`config.mk`:
```
export PLATFORM = sky130hd
export DESIGN_NAME = alu_4bit
export DESIGN_NICKNAME = d
export VERILOG_FILES = /design/src/rtl/alu_pkg.sv /design/src/rtl/alu_core.sv /design/src/rtl/alu_4bit.sv
export SDC_FILE = /design/constraint.sdc
export NUM_CORES = 1
export LEC_CHECK = 0
export BUFFER_PORTS_ARGS = -buffer_cell sky130_fd_sc_hd__buf_2
export CORE_AREA = 2 2 39 41
export DETAILED_ROUTE_END_ITERATION = 7
export DIE_AREA = 0 0 41 43
export GPL_ROUTABILITY_DRIVEN = 0
export HOLD_SLACK_MARGIN = 0.06
export PLACE_DENSITY = 0.71
export SLEW_MARGIN = 5
export SYNTH_ARGS = -nofsm -noshare
export SYNTH_HDL_FRONTEND = slang
export SYNTH_SLANG_ARGS = --single-unit
```
`constraint.sdc`:
```
create_clock -name clk -period 2 [get_ports clk]
set_input_delay 0.4 -clock clk [delete_from_list [all_inputs] [get_ports clk]]
set_output_delay 0.4 -clock clk [all_outputs]
set_load 0.05 [all_outputs]
```
`src/rtl/alu_pkg.sv`:
```
// ----------------------------------------------------------------------------
// alu_pkg
//   Shared definitions for the 4-bit ALU slice.
//   - alu_op_e : operation encoding carried on the 2-bit opcode bus
//   - ALU_OP_W : width of the opcode bus
// ----------------------------------------------------------------------------
package alu_pkg;

    localparam int ALU_OP_W = 2;

    typedef enum logic [ALU_OP_W-1:0] {
        OP_ADD = 2'b00,
        OP_SUB = 2'b01,
        OP_AND = 2'b10,
        OP_OR  = 2'b11
    } alu_op_e;

endpackage : alu_pkg

```
`src/rtl/alu_core.sv`:
```
// ----------------------------------------------------------------------------
// alu_core
//   Purely combinational ALU datapath. It has no state.
//   Ports:
//     A      in  WIDTH    operand A, unsigned
//     B      in  WIDTH    operand B, unsigned
//     op     in  alu_op_e operation select
//     result out WIDTH+1  result; the top bit is the add carry-out or the
//                         subtract borrow, and it is 0 for the logic ops
// ----------------------------------------------------------------------------
module alu_core
    import alu_pkg::*;
#(
    parameter int WIDTH = 4
) (
    input  logic [WIDTH-1:0] A,
    input  logic [WIDTH-1:0] B,
    input  alu_op_e          op,
    output logic [WIDTH:0]   result
);

    logic [WIDTH:0] a_ext_s;
    logic [WIDTH:0] b_ext_s;
    logic [WIDTH:0] result_s;

    // Zero-extend both operands so that the top bit of an add holds the carry
    // and the top bit of a subtract holds the borrow (A < B).
    assign a_ext_s = {1'b0, A};
    assign b_ext_s = {1'b0, B};

    // Operation select
    always_comb begin
        result_s = {(WIDTH+1){1'b0}};
        case (op)
            OP_ADD:  result_s = a_ext_s + b_ext_s;
            OP_SUB:  result_s = a_ext_s - b_ext_s;
            OP_AND:  result_s = {1'b0, A & B};
            OP_OR:   result_s = {1'b0, A | B};
            default: result_s = {(WIDTH+1){1'b0}};
        endcase
    end

    assign result = result_s;

endmodule : alu_core

```
`src/rtl/alu_4bit.sv`:
```
// ----------------------------------------------------------------------------
// alu_4bit
//   Registered two-operand ALU (ADD, SUB, AND, OR). It has one cycle of
//   latency: C after edge N reflects the A, B and opcode values sampled at
//   edge N. A new operation is accepted on every clock. C comes only from
//   the register, so there is no combinational path from the inputs to C.
//   Ports:
//     clk     in  1        clock; all state changes on the rising edge
//     rst     in  1        synchronous, active-high reset. It has priority
//                          over any operation and clears C to 0.
//     A       in  WIDTH    operand A, unsigned
//     B       in  WIDTH    operand B, unsigned
//     opcode  in  2        00 ADD, 01 SUB, 10 AND, 11 OR
//     C       out WIDTH+1  registered result
// ----------------------------------------------------------------------------
module alu_4bit
    import alu_pkg::*;
#(
    parameter int WIDTH = 4
) (
    input  logic                clk,
    input  logic                rst,
    input  logic [WIDTH-1:0]    A,
    input  logic [WIDTH-1:0]    B,
    input  logic [ALU_OP_W-1:0] opcode,
    output logic [WIDTH:0]      C
);

    logic [WIDTH:0] result_s;
    logic [WIDTH:0] c_r;

    alu_core #(
        .WIDTH  (WIDTH)
    ) u_alu_core (
        .A      (A),
        .B      (B),
        .op     (alu_op_e'(opcode)),
        .result (result_s)
    );

    // Output register; reset has priority over the operation in the same cycle
    always_ff @(posedge clk) begin
        if (rst) begin
            c_r <= {(WIDTH+1){1'b0}};
        end else begin
            c_r <= result_s;
        end
    end

    assign C = c_r;

endmodule : alu_4bit

```
==> results by group, run 1 <==
Run status
  – Status: completed

Critical path
  – Critical path endpoint category: flop
  – Max incr delay on CP: 0.42 ns
  – CP Max Fanout: 2
  – Worst EP required: 2.13 ns
  – Max stage delay cell, worst path: fa_1
  – Worst EP arrival: 2.01 ns
  – Worst path cell trace: buf_2, inv_1, ha_1, mux2_4, fa_1, nand2b_4, a21oi_2, xor2_1, nor3_1
  – Cell family with most CP delay: adder cells
  – CP bufs+invs: 2
  – Worst Setup Path Type: in2reg
  – CP Launch Point: B[0]
  – CP Launch Type: input pin

Synthesis
  – Syn Std Cell Area: 470 µm²
  – Avg Inst Size Synth: 8.25 µm²
  – Area share of the largest cell type after synthesis: 0.213
  – Cells after Synth: 57
  – Flops & latches, synth: 5
  – Syn Nets: 77
  – Sequential-to-total area share from yosys stat: 0.213
  – Yosys synthesis warning count: 0
  – Synth top area cells: dfxtp_1 21%, ha_1 19%, nor2_1 7.2%
  – Post-synthesis cell type count: 22
  – Synth area leader: dfxtp_1

Routing
  – Vias per inst: 4.69
  – DR WL/cell: 9.75 µm
  – Post-route ant nets: 0
  – Final WL: 946 µm
  – Post-route DRC: 0
  – Drt first pass iters: 4
  – Initial DRC count: 12
  – Vias: 455

CTS
  – CTS root buf: clkbuf_4
  – CTS Sinks: 5
  – Hold_buf cts: 0
  – CTS Buf Count: 3
  – Clock slew at reported path FFs: 0.04 ns
  – Buffer count from post-CTS setup fixing: 0
  – H-tree Lvls: 1
  – CTS tree: done
  – Clock tree buffer depth: 2
  – Resized Gates After CTS: 0

Worst hold path
  – Hold path start: rst
  – Hold crit path type: in2reg

Floorplanning
  – Die height: 43 µm
  – Chip width: 41 µm
  – I/O pins: 17
  – DIE AREA: 0.00176 mm²
  – Starting Density: 0.340
  – Rows: 14
  – Placeable Area: 0.00138 mm²

Power
  – VDD IR max: 160 µV
  – Cell Pwr Density: 648 mW/mm²
  – P_leak: 0.328 nW
  – Total power: 409 µW

Final layout
  – Final Core Density: 0.456
  – Largest register FFs: 5
  – Share of layout cells above drive strength 1: 0.370
  – Ant. Diodes: 0
  – Commonest non-fill, non-tap cells in the layout: 16 x buf_2, 9 x nor2_1, 7 x ha_1, 6 x buf_4, 5 x dfxtp_1
  – Synth-to-Final Area Change: 34.0%
  – Final nets: 102
  – Fin cells: 97
  – Post-route cell area: 631 µm²
  – Most common cell after layout, fill and taps aside: buf_2

Timing
  – FMAX: 532 MHz
  – Slew headroom: 0.836
  – Hold Fails Final Rpt: 0
  – Setup violators final: 0
  – RSZ-0062 raised after global routing: false
  – Tcrit/Tclk final: 0.940
  – Min Tclk post-route: 1.88 ns
  – Post-route worst setup slack: 0.120 ns
  – Hold WS: 0.391 ns
  – Least-Margin Pin Slew: 0.248 ns
  – Setup TNS Final: 0 ns
  – Final Slew Violations: 0

Global route
  – Total grt overflow: 0
  – Initial antenna violation count: 0
  – Overall routing resource usage: 0.130
  – First-pass GRT wire length: 1.60 mm
  – Largest net degree at the start of global routing: 9
  – Vias in the first global route: 430

Placement
  – DP Wirelength: 805 µm
  – # port buffers: 16
  – Placed Area: 593 µm²
  – Placed cell count: 93
  – Place WS: -0.197 ns

Job
  – Max-cap violations: 0
-- power by group --
group / switching (mW) / internal (mW) / leakage, nW
clock network: 0.0381 / 0.0752 / 0.0150
registers: 0.00204 / 0.111 / 0.0416
logic: 0.108 / 0.0743 / 0.272
total: 0.148 / 0.261 / 0.328
-- cell families after synthesis --
group,Yosys count,share of synthesized area
buf+inv,7,0.0877
mux,2,0.0532
simple gates,18,0.189
compound gates,13,0.154
flops,5,0.213
fa+ha+maj,8,0.229
xor+xnor,4,0.0745
-- routing by layer --
metal  routed length (µm)  vias to the layer above  track usage
li1                     -                      237            -
met1                  394                      208        0.153
met2                  506                       10        0.209
met3                   45                        0            0
met4                    0                        0        0.100
met5                    0                        -            0
-- path summary, 6_finish.rpt --
check	to	slack, ns	cells after the start
max	C[4]	0.12	9
min	C[2]	0.39	2
-- Yosys cell counts --
cell      instances
ha_1              7
o21a_1            1
mux2_4            1
nand2_1           3
inv_2             1
fa_1              1
a311oi_1          1
a31oi_1           1
o21ai_0           4
nor3b_1           1
a21oi_1           5
nor3_1            2
nand2b_1          2
o21ai_1           1
buf_6             2
nor2_1            9
dfxtp_1           5
xor2_1            2
mux2i_1           1
xnor2_1           2
nor2b_4           1
inv_1             4
-- layout make-up --
class	instances	area, µm²
clock buffers	4	26.3
well taps	16	20.0
flip-flops and latches	5	100
multi-input cells	45	340
repair buffers	22	125
fillers	140	753
inverters	5	18.8
(Power assumes the default switching activity.)
==> inputs of run 2 (changes only) <==
- ABC_CLOCK_PERIOD_IN_PS: not set -> 2000
- BUFFER_PORTS_ARGS: -buffer_cell sky130_fd_sc_hd__buf_2 -> -buffer_cell sky130_fd_sc_hd__buf_4
==> results by group, run 2 (synthesis results as in run 1) <==
Final layout
  – Ant. Diodes: 0 (unchanged)
  – Final nets: 103 (+0.98%)
  – Commonest non-fill, non-tap cells in the layout: 23 x buf_4, 9 x nor2_1, 7 x ha_1, 5 x dfxtp_1
  – Synth-to-Final Area Change: 44.7%
  – Share of layout cells above drive strength 1: 0.390 (+0.0199)
  – Most common cell after layout, fill and taps aside: buf_4
  – Post-route cell area: 681 µm² (+7.9%)
  – Largest register FFs: 5 (unchanged)

Global route
  – Total grt overflow: 0 (unchanged)
  – Overall routing resource usage: 0.145 (+0.0153)
  – Largest net degree at the start of global routing: 9 (unchanged)
  – Initial antenna violation count: 0 (unchanged)
  – Vias in the first global route: 458 (+6.5%)
  – First-pass GRT wire length: 1.79 mm (+12%)

Critical path
  – Worst EP required: 2.13 ns (about the same)
  – Max stage delay cell, worst path: fa_2
  – Crit. path cell count: 9 (unchanged)
  – Worst EP arrival: 1.97 ns (-0.04 ns)
  – CP Launch Type: input pin
  – Worst Setup Path Type: in2reg
  – Critical path endpoint category: flop
  – Cell family with most CP delay: adder cells
  – Worst path cell trace: buf_4, inv_1, ha_1, mux2_4, fa_2, nand2b_4, a21oi_2, xor2_1, nor3_1
  – CP Max Fanout: 2 (unchanged)
  – Max incr delay on CP: 0.37 ns (-0.05 ns)
  – CP bufs+invs: 2 (unchanged)

Timing
  – RSZ-0062 raised after global routing: false
  – FMAX: 544 MHz (+2.3%)
  – Tcrit/Tclk final: 0.919 (-0.0209)
  – Min Tclk post-route: 1.84 ns (-0.0418 ns)
  – Least-Margin Pin Slew: 0.189 ns (-0.0594 ns)
  – Setup TNS Final: 0 ns (unchanged)
  – Slew headroom: 0.873 (+0.0376)
  – Setup violators final: 0 (unchanged)
  – Final Slew Violations: 0 (unchanged)
  – Hold Fails Final Rpt: 0 (unchanged)

CTS
  – Clock slew at reported path FFs: 0.05 ns (about the same)
  – H-tree Lvls: 1 (unchanged)
  – Clock tree buffer depth: 2 (unchanged)
  – Hold_buf cts: 0 (unchanged)
  – CTS Buf Count: 3 (unchanged)
  – CTS Sinks: 5 (unchanged)
  – CTS root buf: clkbuf_4
  – Resized Gates After CTS: 0 (unchanged)
  – CTS tree: done
  – Buffer count from post-CTS setup fixing: 0 (unchanged)

Floorplanning
  – Die height: 43 µm (unchanged)
  – I/O pins: 17 (unchanged)
  – Rows: 14 (unchanged)
  – DIE AREA: 0.00176 mm² (unchanged)
  – Placeable Area: 0.00138 mm² (unchanged)
  – Starting Density: 0.340 (unchanged)
  – Chip width: 41 µm (unchanged)

Power
  – VDD IR max: 147 µV (-7.9%)
  – P_leak: 0.344 nW (+4.7%)
  – Switching part of the total: 0.359 (-0.00293)
  – Sequential power share: 0.264 (-0.013)
  – Sw Pwr: 155 µW (+4.4%)
  – Clk pwr share: 0.271 (-0.006)
  – Logic pwr share: 0.465 (+0.019)
  – Internal: 275 µW (+5.7%)
  – Cell Pwr Density: 632 mW/mm² (-2.5%)

Placement
  – # port buffers: 16 (unchanged)
  – DP Wirelength: 843 µm (+4.7%)
  – Placed Area: 641 µm² (+8.0%)

Job
  – Max-cap violations: 0 (unchanged)

Run status
  – Status: completed

Routing
  – Post-route ant nets: 0 (unchanged)
  – Vias: 457 (+0.44%)
  – DR WL/cell: 10.7 µm (+10%)
  – Drt first pass iters: 4 (unchanged)
  – Final WL: 1.05 mm (+11%)
  – Post-route DRC: 0 (unchanged)
  – Initial DRC count: 11 (-1)
  – Vias per inst: 4.66 (-0.59%)

Worst hold path
  – Hold crit path type: in2reg
  – Worst hold stages: 2 (unchanged)
-- run 2: worst paths after layout --
| kind | startpoint | to | slack (ns) |
|---|---|---|---|
| worst max-delay path | B[0] | C[4] | 0.16 |
| worst min-delay path | rst | C[4] | 0.35 |
-- run 2: cell type report --
type	count	area, µm²
fill	143	703
multi-input combinational	45	343
timing repair buffer	23	173
sequential	5	100
clock buffer	4	26.3
tap	16	20.0
inverter	5	18.8
-- run 2: through the flow --
step                std cells  hold WS, ns  total power, mW   util  setup WS, ns
global route               98        0.356            0.466  0.492        0.0247
floorplan                  57        0.472            0.241      -       0.00578
finish                     98        0.353            0.430  0.492         0.161
global placement           94        0.610            0.301  0.463        -0.132
detailed placement         94        0.607            0.303  0.463        -0.153
CTS                        98        0.345            0.425  0.482         0.102
-- run 2: layer usage --
layer	part of all wire	vias up	global-route usage
li1	-	239	-
met4	0	0	0.107
met2	0.56	12	0.228
met1	0.39	206	0.173
met5	0	-	0
met3	0.052	0	0.0105
-- run 2: power by group through the flow --
stage / Sequential (mW) / Combinational (mW) / Clock, mW
final: 0.113 / 0.200 / 0.116
after global routing: 0.115 / 0.222 / 0.130
after CTS: 0.113 / 0.189 / 0.123
after detailed placement: 0.115 / 0.188 / 0
after global placement: 0.115 / 0.185 / 0
after floorplan: 0.154 / 0.0867 / 0
